File: src/rtl/interrupt_sequencer.sv
// Opcode/BRK substitution at T0 and the 7-cycle BRK/IRQ/NMI/RESET sequence
// that drives vector selection, push suppression and flag control for the core.
module interrupt_sequencer #(
    parameter logic [15:0] VEC_NMI = 16'hFFFA,
    parameter logic [15:0] VEC_RST = 16'hFFFC,
    parameter logic [15:0] VEC_IRQ = 16'hFFFE
) (
    input  logic        sys_clock,
    input  logic        rst,
    input  logic        clk_ph1,
    input  logic        sync,
    input  logic        int_in,
    input  logic        nmi_in,
    input  logic [7:0]  data_in,
    output logic [7:0]  ir_out,
    output logic        seq_active,
    output logic [2:0]  seq_step,
    output logic [15:0] vec_addr,
    output logic        pc_inc_inhibit,
    output logic        write_inhibit,
    output logic        b_flag,
    output logic        set_i,
    output logic        int_clr,
    output logic        nmi_clr
);

    typedef enum logic [1:0] {
        KIND_RESET = 2'd0,
        KIND_NMI   = 2'd1,
        KIND_IRQ   = 2'd2,
        KIND_BRK   = 2'd3
    } kind_t;

    function automatic logic [15:0] vector_for(input kind_t k);
        case (k)
            KIND_NMI:   vector_for = VEC_NMI;
            KIND_RESET: vector_for = VEC_RST;
            default:    vector_for = VEC_IRQ;
        endcase
    endfunction

    logic [7:0]  ir_r;
    logic [2:0]  step_r;
    logic        seq_active_r;
    logic [15:0] vec_addr_r;
    logic        pc_inc_inhibit_r;
    logic        write_inhibit_r;
    logic        b_flag_r;
    logic        set_i_r;
    logic        int_clr_r;
    logic        nmi_clr_r;
    logic        reset_pending_r;
    kind_t       kind_r;

    logic        start_s;
    logic        hijack_s;
    kind_t       next_kind_s;

    // Decide at T0 whether a sequence starts and which kind it is
    always_comb begin
        start_s     = 1'b0;
        next_kind_s = kind_r;
        if (sync && int_in) begin
            start_s = 1'b1;
            if (reset_pending_r) begin
                next_kind_s = KIND_RESET;
            end else if (nmi_in) begin
                next_kind_s = KIND_NMI;
            end else begin
                next_kind_s = KIND_IRQ;
            end
        end else if (sync && (data_in == 8'h00)) begin
            start_s     = 1'b1;
            next_kind_s = KIND_BRK;
        end else begin
            start_s     = 1'b0;
            next_kind_s = kind_r;
        end
        hijack_s = nmi_in && ((kind_r == KIND_IRQ) || (kind_r == KIND_BRK));
    end

    // Sequencer state and registered outputs; pulses drop on non-Phi1 edges
    always_ff @(posedge sys_clock or negedge rst) begin
        if (!rst) begin
            ir_r             <= 8'h00;
            step_r           <= 3'd0;
            seq_active_r     <= 1'b0;
            vec_addr_r       <= VEC_RST;
            pc_inc_inhibit_r <= 1'b0;
            write_inhibit_r  <= 1'b0;
            b_flag_r         <= 1'b0;
            set_i_r          <= 1'b0;
            int_clr_r        <= 1'b0;
            nmi_clr_r        <= 1'b0;
            reset_pending_r  <= 1'b1;
            kind_r           <= KIND_RESET;
        end else if (!clk_ph1) begin
            set_i_r   <= 1'b0;
            int_clr_r <= 1'b0;
            nmi_clr_r <= 1'b0;
        end else begin
            set_i_r   <= 1'b0;
            int_clr_r <= 1'b0;
            nmi_clr_r <= 1'b0;
            case (step_r)
                // Step 6 exits through the idle decision so back-to-back sequences work
                3'd0, 3'd6: begin
                    if (start_s) begin
                        step_r           <= 3'd1;
                        seq_active_r     <= 1'b1;
                        ir_r             <= 8'h00;
                        kind_r           <= next_kind_s;
                        pc_inc_inhibit_r <= int_in;
                    end else begin
                        step_r           <= 3'd0;
                        seq_active_r     <= 1'b0;
                        pc_inc_inhibit_r <= 1'b0;
                        if (sync) begin
                            ir_r <= data_in;
                        end
                    end
                end
                3'd1, 3'd2: begin
                    step_r          <= step_r + 3'd1;
                    write_inhibit_r <= (kind_r == KIND_RESET);
                end
                3'd3: begin
                    step_r          <= 3'd4;
                    write_inhibit_r <= (kind_r == KIND_RESET);
                    b_flag_r        <= (kind_r == KIND_BRK);
                    if (hijack_s) begin
                        kind_r <= KIND_NMI;
                    end
                end
                3'd4: begin
                    step_r          <= 3'd5;
                    write_inhibit_r <= 1'b0;
                    b_flag_r        <= 1'b0;
                    vec_addr_r      <= vector_for(kind_r);
                    set_i_r         <= 1'b1;
                    nmi_clr_r       <= (kind_r == KIND_NMI);
                end
                3'd5: begin
                    step_r          <= 3'd6;
                    int_clr_r       <= 1'b1;
                    reset_pending_r <= 1'b0;
                end
                default: begin
                    step_r           <= 3'd0;
                    seq_active_r     <= 1'b0;
                    pc_inc_inhibit_r <= 1'b0;
                    write_inhibit_r  <= 1'b0;
                    b_flag_r         <= 1'b0;
                end
            endcase
        end
    end

    assign ir_out         = ir_r;
    assign seq_step       = step_r;
    assign seq_active     = seq_active_r;
    assign vec_addr       = vec_addr_r;
    assign pc_inc_inhibit = pc_inc_inhibit_r;
    assign write_inhibit  = write_inhibit_r;
    assign b_flag         = b_flag_r;
    assign set_i          = set_i_r;
    assign int_clr        = int_clr_r;
    assign nmi_clr        = nmi_clr_r;

endmodule

File: config.mk
export PLATFORM = sky130hd
export DESIGN_NAME = interrupt_sequencer
export DESIGN_NICKNAME = d
export VERILOG_FILES = /design/src/rtl/interrupt_sequencer.sv
export SDC_FILE = /design/constraint.sdc
export NUM_CORES = 1
export LEC_CHECK = 0
export CAP_MARGIN = 20
export CORE_ASPECT_RATIO = 1.2
export CORE_MARGIN = 10
export CORE_UTILIZATION = 45
export DETAILED_ROUTE_END_ITERATION = 8
export MAX_ROUTING_LAYER = met4
export PLACE_DENSITY_LB_ADDON = 0.3
export SKIP_LAST_GASP = 1
export SLEW_MARGIN = 20
export SYNTH_ARGS = -nofsm -noshare
export SYNTH_HDL_FRONTEND = slang
export SYNTH_SLANG_ARGS = --single-unit
File: constraint.sdc
create_clock -name sys_clock -period 3.75 [get_ports sys_clock]
set_input_delay 1.125 -clock sys_clock [delete_from_list [all_inputs] [get_ports sys_clock]]
set_output_delay 1.125 -clock sys_clock [all_outputs]
set_load 0.01 [all_outputs]
# Yosys cells after proc, flatten, opt, wreduce, memory -nomap -nowiden
# Index checks and enable logic that the tools add are counted.
# Widths: inputs -> output; s select.
# word_totals
register_bits,37
inputBits,14
output_inout_bits,34
word_cells,76
# classes
addsub,1
eq_ne,12
n_mux,26
bitwise_logic,3
reduce_logical,22
# ops
op,n
$mux 8,2
$pmux 3 s5,1
$mux 2,6
$mux 1,11
$reduce_and 2->1,5
$reduce_or 5->1,2
$eq 3x3->1 const B,3
$logic_not 8->1,1
$pmux 1 s2,4
$eq 3x2->1 const B,2
$pmux 3 s2,1
$reduce_or 3->1,2
$reduce_and 5->1,1
$eq 2x2->1 const B,2
$ne 2x2->1 const B,2
$pmux 2 s2,1
$reduce_bool 2->1,2
$reduce_or 2->1,2
$add 3x1->3 const B,1
$eq 3x1->1 const B,1
$logic_and 1x1->1,3
$logic_not 3->1,1
$ne 3x3->1 const B,1
$not 1->1,3
4 further kinds,4

# Logic depth before layout (Yosys ltp)
# depth
depth_word,6
ltp_mapped,7

# Worst setup path before layout
# No wires, ideal clock.
# synth_timing
path_kind,input port to flip-flop
start,input port data_in[2]
end,register kind_r[1]
setup_time_ns,0.122
arrival_time_ns,1.950
required_ns,3.628
path_slack_ns,1.679
stages,4
path_buffers,0
path_cell_list,nor4_1 > a21o_1 > nand4_1 > a32o_1
# synth_between
elab_chain_len,6
elab_cells_between_ends,7
cone_classes,eq/ne: 2; mux: 2; reduce/logical: 3
# synth_rtl
item,line_no,text
from (decl),14,"input logic [7:0] data_in,"
$logic_not 8->1 (*),72,end else if (sync && (data_in == 8'h00)) begin
$logic_and 1x1->1 (*),72,
$mux 1,72,
$mux 1,63,if (sync && int_in) begin
$ne 2x2->1 (no line),n/a,
$reduce_and 5->1 (no line) (*),n/a,
to (signal assigned),112,kind_r <= next_kind_s;
to (decl),53,kind_t kind_r;
# Mark *: on every way between the ends. The rest lies on a longest branch, timed or not.
# A chain may end at the register's enable or synchronous reset.

# Final worst setup path
# layout_timing
start,register step_r[2] (netlist: seq_step[2])
end,output port seq_step[2]
# layout_rtl
item,line_no,text
from (decl),43,logic [2:0] step_r;
from (signal assigned),124,step_r <= step_r + 3'd1;
to (decl),17,"output logic [2:0] seq_step,"
# No word-level cell between the ends.

==> results.py <==
metrics = {
    "clock_network": {
        "post_cts_buffers": 0,
        "ctsHoldBuffers": 0,
        "cts_buffers": 3,
        "cts_sinks": 23,
        "clock-root-buffer": "clkbuf_4",
        "path_clk_slew_ns": 0.13,
        "post_cts_resize_count": 0,
        "worstSkewPairLatency_ns": 0.31,
        "cts_tree": "built",
        "clockBufferDepth": 2,
        "h-tree-depth": 1,
    },
    "grt": {
        "grt-ovfl-total": 0,
        "grt_pass1_vias": 1005,
        "grt_pass1_wl_mm": 4.71,
        "track_usage_pct": 11.0,
        "antenna_found_initial": 0,
        "grt_max_degree": 24,
    },
    "sta": {
        "timing_hold_violations_final": 0,
        "maxSlewViolCount": 0,
        "fin_crit_sh_pct": 70.8,
        "tightest_slew_ns": 0.583,
        "whs_ns": 0.471,
        "fmax_ghz": 0.376,
        "rsz0062_at_grt": "no",
        "period_needed_ns": 2.66,
        "slew_headroom_pct": 61.0,
        "setup_violations": 0,
        "fin_tns_setup_ns": 0,
        "clock_skew_ns": 0.00335,
    },
    "floorplan": {
        "initial_core_util_pct": 46.5,
        "coreArea_sq_um": 2790,
        "row_count": 21,
        "die_w_um": 68.9,
        "boundaryPins": 48,
        "die_area_sq_um": 5430,
        "die_h_um": 78.7,
    },
    "setup_path": {
        "worstPathArrival_ns": 1.53,
        "start_kind": "register",
        "crit_buf_inv": 1,
        "critical_path_class": "reg -> out",
        "end_kind": "output port",
        "worst-path-max-fanout": 12,
        "path_cells": "clkdlybuf4s50_1",
        "crit_family": "buffers and inverters",
        "crit_slowest_cell": "clkdlybuf4s50_1",
        "critPathMaxStageDelay_ns": 0.62,
        "worstPathRequired_ns": 2.62,
    },
    "routing": {
        "ant_nets": 0,
        "dr.pass1.iters": 4,
        "vias_per_cell": 5.12,
        "drt-initial-drc-count": 44,
        "drcViolationCount": 0,
        "drt-total-wl_mm": 2.92,
        "wire_per_inst_um": 14.6,
        "vias": 1023,
    },
    "layout": {
        "nets": 186,
        "antenna_cells": 0,
        "regArea_sq_um": 578,
        "final_area_sq_um": 1620,
        "drive_above_1_share_pct": 9.04,
        "syn_to_final_growth_pct": 25.0,
        "multi_input_area_sq_um": 598,
        "nFillCells": 273,
    },
    "placement": {
        "place_area_sq_um": 1590,
        "portBuffers": 33,
        "gp_congestion": 0.876,
        "dp_hpwl_mm": 2.28,
    },
    "synth": {
        "yosysWarningCount": 0,
        "synth_area_per_cell_sq_um": 9.65,
        "synth_area_leaders": "dfrtp_1 41%, buf_4 8.7%, nand2_1 6.1%, ha_1 4.8%, dfstp_2 4.1%",
        "yosysTopAreaCell": "dfrtp_1",
        "synth_cell_type_count": 40,
        "yosysTopAreaCellShare_pct": 40.6,
        "netlist_instances": 134,
        "synth_seq_cells": 23,
        "synth.cell_area_sq_um": 1290,
        "yosysSeqAreaShare_pct": 44.7,
    },
    "power": {
        "ir_drop_v": 0.000391,
        "p_per_area_nw_per_um2": 690,
        "p_leak_nw": 0.760,
    },
    "hold_path": {
        "hp-class": "reg -> reg",
    },
    "run": {
        "drv_cap": 0,
    },
    "outcome": {
        "status": "complete, no violations",
    },
}
[logic make-up after synthesis]
family                     synth area share, %
and+or+nand+nor                           17.5
AOI/OAI and AO/OA                         16.0
buffers and inverters                     12.6
DFF                                       44.7
adders and majority gates                 4.84
muxes                                     3.87
other                                    0.580
[sequential cells by signal, summed over array words and instances (netlist names)]
signal,flops
reset_pending_r,1
kind_r,2
seq_step,3
b_flag,1
int_clr,1
write_inhibit,1
vec_addr,2
set_i,1
nmi_clr,1
seq_active,1
pc_inc_inhibit,1
ir_out,8
[layout make-up]
class,instances,share of cell area (%)
clock buffers,3,1.39
repair buffers,34,20.9
well taps,34,2.63
inverters,8,1.86
clock inverters,1,0.464
flip-flops and latches,23,35.8
multi-input cells,97,37.0
[worst paths after layout]
kind                                    startpoint                        end  slack [ns]  depth (start not counted)
setup / recovery           seq_step[2]$_DFFE_PN0P_                seq_step[2]        1.09                          1
hold / removal             vec_addr[2]$_DFFE_PN1P_    vec_addr[2]$_DFFE_PN1P_        0.47                          2
setup reg to reg           seq_step[0]$_DFFE_PN0P_  write_inhibit$_DFFE_PN0P_        1.75                          6
hold reg to reg            vec_addr[2]$_DFFE_PN1P_    vec_addr[2]$_DFFE_PN1P_        0.47                          2
max in group asynchronous                      rst    vec_addr[2]$_DFFE_PN1P_        2.33                          2
min in group asynchronous                      rst            set_i$_DFF_PN0_        1.15                          2
[synth_stat cells (all sizes together)]
library cell and n:
dfrtp 21, mux2i 2, o21ai 10, o22ai 1, mux2 2, ha 5
a2111oi 1, nand2 22, a221oi 1, nor4 3, or3 1, a41oi 2
a22o 4, o32ai 1, buf 18, o41ai 1, nand4 1, conb 2
nand3 3, nor2b 3, and3 3, a21oi 4, o21bai 1, a21o 2
nor2 7, dfstp 2, nand2b 1, nand3b 1, inv 8, a32o 1
[stage by stage]
step / utilization, % / total power, W / worst slack, ns / cells
finish: 58.0 / 0.00112 / 1.09 / 200
global route: 58.0 / 0.00121 / 0.986 / 200
CTS: 58.0 / 0.00113 / 1.09 / 200
detailed placement: 57.0 / 0.00101 / 1.03 / 196
global placement: 57.0 / 0.000994 / 1.07 / 196
floorplan: - / 0.000769 / 1.68 / 146
[placed cells by master (no fill, tap or decap), drive strengths merged, types with 3 or more instances in the layout]
cell,count
and3,3
nor4,3
conb,14
ha,5
clkdlybuf4s50,33
nor2,7
o21ai,10
a22o,4
dfrtp,21
a21oi,4
nand3,3
clkbuf,3
nand2,22
nor2b,3
inv,8
[worst register-to-register path, delay by kind of cell (launching register included)]
family | cells | cell delay [ns]
AND/OR/NAND/NOR | 1 | 0.15
adder cells (fa/ha/maj) | 1 | 0.29
buffers and inverters | 1 | 0.12
AO/OA/AOI/OAI | 2 | 0.52
multiplexers | 1 | 0.36
flip-flops | 1 | 0.50
[power by group]
part / internal [W] / total (W) / switching (W)
Combinational: 0.000300 / 0.000577 / 0.000277
Sequential: 0.000342 / 0.000422 / 0.0000800
Clock: 0.0000407 / 0.000117 / 0.0000762
[routing by layer]
layer	share of wire (%)	track usage [%]	wire, um	vias up
met3	9.0	3.09	262	4
met2	50	17.7	1470	34
li1	-	-	-	499
met5	0	-	0	-
met1	40	13.1	1160	486
met4	0.79	2.96	23	0
(Power assumes the default switching activity.)
